## src/rtl/mux_161_serializer_pkg.sv

```systemverilog
// Shared definitions for the 16:1 mux serializer front-end.
package mux_161_serializer_pkg;

   localparam int WORD_W = 16;
   localparam int SEL_W  = 4;

   // Two-bit state encodings
   localparam logic [1:0] ST_IDLE  = 2'd0;
   localparam logic [1:0] ST_SHIFT = 2'd1;
   localparam logic [1:0] ST_DONE  = 2'd2;

   // First select position for a given bit order
   function automatic logic [SEL_W-1:0] sel_start(input logic msb_first);
      return msb_first ? {SEL_W{1'b1}} : {SEL_W{1'b0}};
   endfunction

   // Last select position for a given bit order
   function automatic logic [SEL_W-1:0] sel_end(input logic msb_first);
      return msb_first ? {SEL_W{1'b0}} : {SEL_W{1'b1}};
   endfunction

endpackage

```

## src/rtl/mux_161_serializer_dataflow2.sv

```systemverilog
// 16:1 dataflow multiplexer: o is the bit of i addressed by s.
module mux_161_dataflow2
   import mux_161_serializer_pkg::*;
(
   input  logic [WORD_W-1:0] i,
   input  logic [SEL_W-1:0]  s,
   output logic              o
);

   // Pure combinational select, no state
   assign o = i[s];

endmodule

```

## src/rtl/mux_161_serializer.sv

```systemverilog
// Sequential front-end for the 16:1 mux: captures a word, walks the select
// through all 16 positions and registers the mux output as a serial stream.
module mux_161_serializer
   import mux_161_serializer_pkg::*;
#(
   parameter logic MSB_FIRST = 1'b0
)(
   input  logic              clk,
   input  logic              rst,
   input  logic              load,
   input  logic [WORD_W-1:0] din,
   input  logic              en,
   output logic              ready,
   output logic [SEL_W-1:0]  sel,
   output logic              sout,
   output logic              sout_valid,
   output logic              done
);

   localparam logic [SEL_W-1:0] SEL_START = sel_start(MSB_FIRST);
   localparam logic [SEL_W-1:0] SEL_END   = sel_end(MSB_FIRST);

   logic [1:0]        state;
   logic [WORD_W-1:0] hold;
   logic              mux_o;
   logic [SEL_W-1:0]  sel_next;

   mux_161_dataflow2 u_mux (
      .i (hold),
      .s (sel),
      .o (mux_o)
   );

   // Select step direction follows the configured bit order
   assign sel_next = MSB_FIRST ? sel - 1'b1 : sel + 1'b1;

   // Handshake and pulse outputs are plain decodes of the state register
   assign ready = (state == ST_IDLE);
   assign done  = (state == ST_DONE);

   // Control FSM, hold register, select counter and serial output flop
   always_ff @(posedge clk) begin
      if (rst) begin
         state      <= ST_IDLE;
         hold       <= '0;
         sel        <= SEL_START;
         sout       <= 1'b0;
         sout_valid <= 1'b0;
      end else begin
         case (state)
            ST_IDLE: begin
               sout_valid <= 1'b0;
               if (load) begin
                  hold  <= din;
                  sel   <= SEL_START;
                  state <= ST_SHIFT;
               end
            end
            ST_SHIFT: begin
               if (en) begin
                  sout       <= mux_o;
                  sout_valid <= 1'b1;
                  // The end position is emitted but sel is left on it
                  if (sel == SEL_END) state <= ST_DONE;
                  else                sel   <= sel_next;
               end else begin
                  sout_valid <= 1'b0;
               end
            end
            ST_DONE: begin
               sout_valid <= 1'b0;
               sel        <= SEL_START;
               state      <= ST_IDLE;
            end
            default: begin
               sout_valid <= 1'b0;
               sel        <= SEL_START;
               state      <= ST_IDLE;
            end
         endcase
      end
   end

endmodule

```

## config.mk

```make
export PLATFORM = sky130hd
export DESIGN_NAME = mux_161_serializer
export DESIGN_NICKNAME = d
export VERILOG_FILES = /design/src/rtl/mux_161_serializer_pkg.sv /design/src/rtl/mux_161_serializer_dataflow2.sv /design/src/rtl/mux_161_serializer.sv
export SDC_FILE = /design/constraint.sdc
export NUM_CORES = 1
export LEC_CHECK = 0
export CORE_ASPECT_RATIO = 1.1
export CORE_MARGIN = 2
export CORE_UTILIZATION = 40
export CTS_CLUSTER_DIAMETER = 60
export DETAILED_ROUTE_END_ITERATION = 7
export PLACE_DENSITY_LB_ADDON = 0.12
export SLEW_MARGIN = 20
export SYNTH_ARGS = -nofsm -noshare
export SYNTH_HDL_FRONTEND = slang
export SYNTH_SLANG_ARGS = --single-unit
```

## constraint.sdc

```tcl
create_clock -name clk -period 3.34 [get_ports clk]
set_clock_uncertainty 0.2 [all_clocks]
set_input_delay 0.501 -clock clk [delete_from_list [all_inputs] [get_ports clk]]
set_output_delay 0.501 -clock clk [all_outputs]
set_load 0.01 [all_outputs]
```

==> results of run 1 <==
==> state kept, by name, summed over array words and instances (netlist names) <==
register,cells
hold,16
sel,4
sout_valid,1
sout,1
state,2
==> metal layers <==
| metal | GRT usage | vias to the layer above | share of wire |
|---|---|---|---|
| met5 | 0 | - | 0 |
| met4 | 0.0659 | 0 | 0.016 |
| met3 | 0.0236 | 4 | 0.040 |
| met2 | 0.246 | 20 | 0.48 |
| met1 | 0.193 | 412 | 0.47 |
| li1 | - | 466 | - |
==> layout by cell type, fill, tap and decap left out, drive strengths merged <==
cell / instances
a22oi: 1
or3: 2
and2b: 1
or3b: 1
a21oi: 22
clkbuf: 4
ha: 1
nand3b: 1
clkdlybuf4s50: 27
mux2: 2
nor3b: 1
nor2b: 2
nor4: 1
nor3: 3
nand4: 1
dfxtp: 24
nand3: 1
inv: 2
nand2: 36
o21ai: 3
a2111oi: 1
nand2b: 1
nor2: 3
mux4: 4
==> worst max path at each step <==
stage | slack (ps) | endpoint | depth (start not counted) | startpoint
CTS | 1110 | done | 2 | state[1]
detailed placement | 930 | hold[4] | 5 | load
global route | 1020 | done | 2 | state[1]
floorplan | 1440 | sout | 4 | sel[0]
finish | 1130 | done | 2 | state[1]
global placement | 960 | hold[11] | 5 | load
==> kinds of logic (layout without fill, tap and decap cells) <==
family | count (synthesis) | count (layout) | synth area share
buf+inv | 7 | 33 | 0.0264
mux | 6 | 6 | 0.119
flops | 24 | 24 | 0.461
fa+ha+maj | 1 | 1 | 0.0120
simple gates | 54 | 54 | 0.237
compound gates | 27 | 27 | 0.145
==> critical path: stages (launching register included) <==
cell and delay [ps]:
dfxtp_1 500, nor2b_1 170, clkdlybuf4s50_1 530
==> final cells by class <==
cell class	instances	area, µm²
multi-input combinational	88	534
timing repair buffer	27	270
tap	31	38.8
inverter	2	7.51
clock buffer	4	36.3
fill	240	1130
sequential	24	480
==> stage by stage <==
step | instance area [µm²] | power [W] | util | hold WS (ps)
final | 1370 | 0.000538 | 0.548 | 263
after detailed placement | 1330 | 0.000393 | 0.533 | 245
after CTS | 1370 | 0.000546 | 0.548 | 264
after global placement | 1330 | 0.000391 | 0.533 | 239
after floorplan | 1040 | 0.000355 | - | 232
after global routing | 1370 | 0.000566 | 0.548 | 279
==> power groups by stage <==
| stage | clock network, W | registers, W | logic, W |
|---|---|---|---|
| floorplan | 0 | 0.000313 | 0.0000418 |
| global placement | 0 | 0.000316 | 0.0000752 |
| detailed placement | 0 | 0.000317 | 0.0000765 |
| CTS | 0.000159 | 0.000310 | 0.0000767 |
| global route | 0.000170 | 0.000312 | 0.0000835 |
| finish | 0.000152 | 0.000310 | 0.0000759 |
==> qor.yml, run 1 <==
sta:
  tightest_slew_ps: 954
  setup_violations: 0
  period_minus_slack_ps: 2210
  min_period_over_period: 0.663
  slew-limit-headroom: 0.361
  tns_ps: 0
  final-max-slew-violation-count: 0
  setup_slack_ps: 1130
  rsz0062_at_grt: "no"
  max_freq_ghz: 0.452
  final_hold_viol_count: 0
hold_path:
  hold_end: "hold[13]"
  hp-start: "hold[13]"
  hold_path_depth: 2
  holdCritPathClass: "register to register"
setup_path:
  path_max_fanout: 8
  crit_type: "register to primary output"
  r2r_slack_ps: 1280
  crit_arrival_ps: 1510
  r2r-start: "sel[1]"
  worstSetupEndpointType: "primary output"
  required_ps: 2640
  worstSetupStartpointType: "register"
  r2r_end: "sout"
  rr_worst_depth: 4
clock_tree:
  cts_max_level: 1
  cts_tree: "done"
  ctsLongestPathBuffers: 2
  cts_buffers: 3
  clk_pin_slew_worst_paths_ps: 130
  hold_buffers: 0
  ctsResizeCount: 0
  cts-root-buf: "clkbuf_4"
  cts_setup_buffers: 0
  cts_sinks: 24
  clk_latency_ps: 310
place:
  placedCellCount: 172
  routabilityCongestion: 0.706
  dp_hpwl_um: 1510
  port_buffers: 27
  pre_cts_ws_ps: 929
drt:
  routedWlPerCell_um: 12.0
  drtIter0Drc: 7
  drt-total-wl_um: 2120
  drc: 0
  num_vias: 902
  dr.pass1.iters: 4
  ant_nets: 0
  vias_per_cell: 5.13
final_layout:
  fin_cells: 176
  drive_gt1_frac: 0.0759
  n_antenna_cell: 0
  nNetsFinal: 167
  syn_to_final_growth_pct: 31.2
synthesis:
  synth_area_mm2: 0.00104
  synth_seq_cells: 24
  yosysWarningCount: 0
  synth_edf_count: 0
  yosysMostFrequentCell: "nand2_1"
  yosysTopAreaCellShare: 0.461
  synth_top_cell_by_area: "dfxtp_1"
  postSynthCellCount: 119
  ys_types: 27
  synth.yosys.seq_area_share: 0.461
  async_flop_share: 0
  synth_area_per_cell_um2: 8.76
  synthFlopType: "dfxtp_1"
  synth_area_leaders: "dfxtp_1 46%, nand2_1 13%, a21oi_1 10%, mux4_1 7.6%, mux2_2 2.2%"
  synthTopCellsByCount: "36 x nand2_1, 24 x dfxtp_1, 21 x a21oi_1"
  synth_nets: 140
global_route:
  grt_pass1_wl_um: 3440
  groute.usage.overall: 0.150
  grt_antenna_before_repair: 0
  grt_max_degree: 24
  gr-total-overflow: 0
  grt_pass1_vias: 785
floorplanning:
  die_w_um: 52.7
  coreArea_mm2: 0.00250
  fp.dieH_um: 57.5
  start_util: 0.418
  dieArea_mm2: 0.00303
  num_rows: 19
  ioPinCount: 28
power_and_ir_drop:
  irDropWorstVdd_mv: 0.279
  pwr-share-comb: 0.141
  clockPowerShare: 0.283
  p_int_w: 0.000410
  powerDensity_mw_per_mm2: 393
  sw_frac_of_total: 0.238
  pwr-share-seq: 0.576
  leakage_nw: 0.496
  p_switching_w: 0.000128
status:
  status: "complete, no violations"
flow_run:
  drv_cap: 0
Power figures use the tool's default switching activity.
==> inputs of run 2 (changes only) <==
==> constraint.sdc (replaced) <==
create_clock -name clk -period 1.9 [get_ports clk]
set_clock_uncertainty 0.2 [all_clocks]
set_input_delay 0.285 -clock clk [delete_from_list [all_inputs] [get_ports clk]]
set_output_delay 0.285 -clock clk [all_outputs]
set_load 0.01 [all_outputs]
==> run 2 against run 1 <==
Net effect:
- sequential share of layout area down 1.4 points
- global-route usage up 1.3 points
- sequential power up 75%
- via count is 4.4% higher
- critical endpoint is now sel[0]
- largest power group unchanged
==> qor.yml, run 2 (synthesis gave the netlist of run 1 again) <==
drt:
  num_vias: 942
  drc: 0
  vias_per_cell: 5.09
  ant_nets: 0
  routedWlPerCell_um: 12.1
  drt-total-wl_um: 2230
  dr.pass1.iters: 4
  drtIter0Drc: 17
hold_path:
  holdCritPathClass: "register to register"
  hold_path_depth: 2
power_and_ir_drop:
  irDropWorstVdd_mv: 0.358
  p_int_w: 0.000729
  pwr-share-seq: 0.574
  powerDensity_mw_per_mm2: 655
  p_switching_w: 0.000216
  clockPowerShare: 0.271
  pwr-share-comb: 0.154
  leakage_nw: 0.549
  sw_frac_of_total: 0.229
setup_path:
  worstSetupStartpointType: "register"
  crit_type: "register to primary output"
  worstSetupEndpointType: "primary output"
  r2r_slack_ps: 100
  path_max_fanout: 6
  required_ps: 1410
  rr_worst_depth: 6
  crit_arrival_ps: 1360
floorplanning:
  start_util: 0.418
  coreArea_mm2: 0.00250
  dieArea_mm2: 0.00303
  fp.dieH_um: 57.5
  die_w_um: 52.7
  ioPinCount: 28
  num_rows: 19
global_route:
  gr-usage-met2: 0.273
  grt_antenna_before_repair: 0
  grt_util_met1: 0.209
  gr-total-overflow: 0
  groute.usage.overall: 0.163
  busiest_layer: "met2"
  grt_pass1_wl_um: 3730
  grt_pass1_vias: 855
  grtUsageMet3: 0.0236
  grt_max_degree: 17
sta:
  slew-limit-headroom: 0.662
  rsz0062_at_grt: "no"
  tightest_slew_ps: 506
  min_period_over_period: 0.969
  tns_ps: 0
  max_freq_ghz: 0.543
  period_minus_slack_ps: 1840
  setup_violations: 0
  final_hold_viol_count: 0
  final-max-slew-violation-count: 0
  whs_ps: 263
final_layout:
  layout.cells.most_common: "nand2_1"
  final_cell_mix: "36 x nand2_1, 26 x clkdlybuf4s50_1, 21 x a21oi_1, 19 x dfxtp_1, 9 x buf_4"
  fin_cells: 185
  top_register: "hold"
  nNetsFinal: 176
  reg_top3: "hold (16), sel (4), state (2)"
  fin_util: 0.578
  drive_gt1_frac: 0.162
  largest_reg_flops: 16
  final_area_mm2: 0.00144
  syn_to_final_growth_pct: 38.5
  n_antenna_cell: 0
status:
  status: "complete, no violations"
place:
  routabilityCongestion: 0.734
  dp_hpwl_um: 1660
  place_area_mm2: 0.00139
  placedCellCount: 180
  port_buffers: 27
clock_tree:
  cts-root-buf: "clkbuf_4"
  cts_max_level: 1
  cts_sinks: 24
  ctsLongestPathBuffers: 2
  clk_latency_ps: 300
  cts_tree: "done"
  clk_pin_slew_worst_paths_ps: 120
  cts_buffers: 3
  hold_buffers: 0
flow_run:
  drv_cap: 0
==> run 2: area by class of cell <==
type / instances / area (µm²)
fill: 232 / 1050
multi-input combinational: 88 / 534
sequential: 24 / 487
timing repair buffer: 36 / 340
tap: 31 / 38.8
clock buffer: 4 / 36.3
inverter: 2 / 7.51
==> run 2: metrics by stage <==
step	total power [W]	setup WS [ps]
2_1_floorplan	0.000624	2.41
3_3_place_gp	0.000697	51.6
3_5_place_dp	0.000701	7.95
4_1_cts	0.000962	7.86
5_1_grt	0.000995	3.35
6_report	0.000946	59.2
==> run 2: power groups by stage <==
stage	clock [W]	sequential, W	combinational (W)
after detailed placement	0	0.000554	0.000148
after global routing	0.000285	0.000547	0.000163
after global placement	0	0.000553	0.000143
after CTS	0.000271	0.000543	0.000148
after floorplan	0	0.000550	0.0000736
final	0.000257	0.000543	0.000146
==> run 2: repair_timing <==
action,CTS,global route
setup endpoints to repair,3,4
gates cloned,0,0
gates resized for setup,3,3
setup buffers,0,1
==> run 2: worst paths after layout <==
path / startpoint / endpoint
max reg2reg: sel[0] / sel[0]
max: sel[0] / sel[0]
min reg2reg: hold[14] / hold[14]
min: hold[14] / hold[14]
==> run 2: worst max-delay path, stage by stage, from the launching register on <==
cell and delay (ps):
dfxtp_2 370, buf_4 150, clkdlybuf4s50_1 530
==> run 2: metal layers <==
layer / routed length (µm) / share of wire
met1: 1000 / 0.45
met2: 1100 / 0.49
met3: 93 / 0.042
met4: 37 / 0.017
met5: 0 / 0
==> inputs of run 3 (changes only) <==
--- a/config.mk
+++ b/config.mk
@@ -11,7 +11,6 @@
 export CTS_CLUSTER_DIAMETER = 60
 export DETAILED_ROUTE_END_ITERATION = 7
 export PLACE_DENSITY_LB_ADDON = 0.12
-export SLEW_MARGIN = 20
 export SYNTH_ARGS = -nofsm -noshare
 export SYNTH_HDL_FRONTEND = slang
 export SYNTH_SLANG_ARGS = --single-unit
==> results of run 3 <==
Final layout, timing and power as in run 2 (identical DEF).
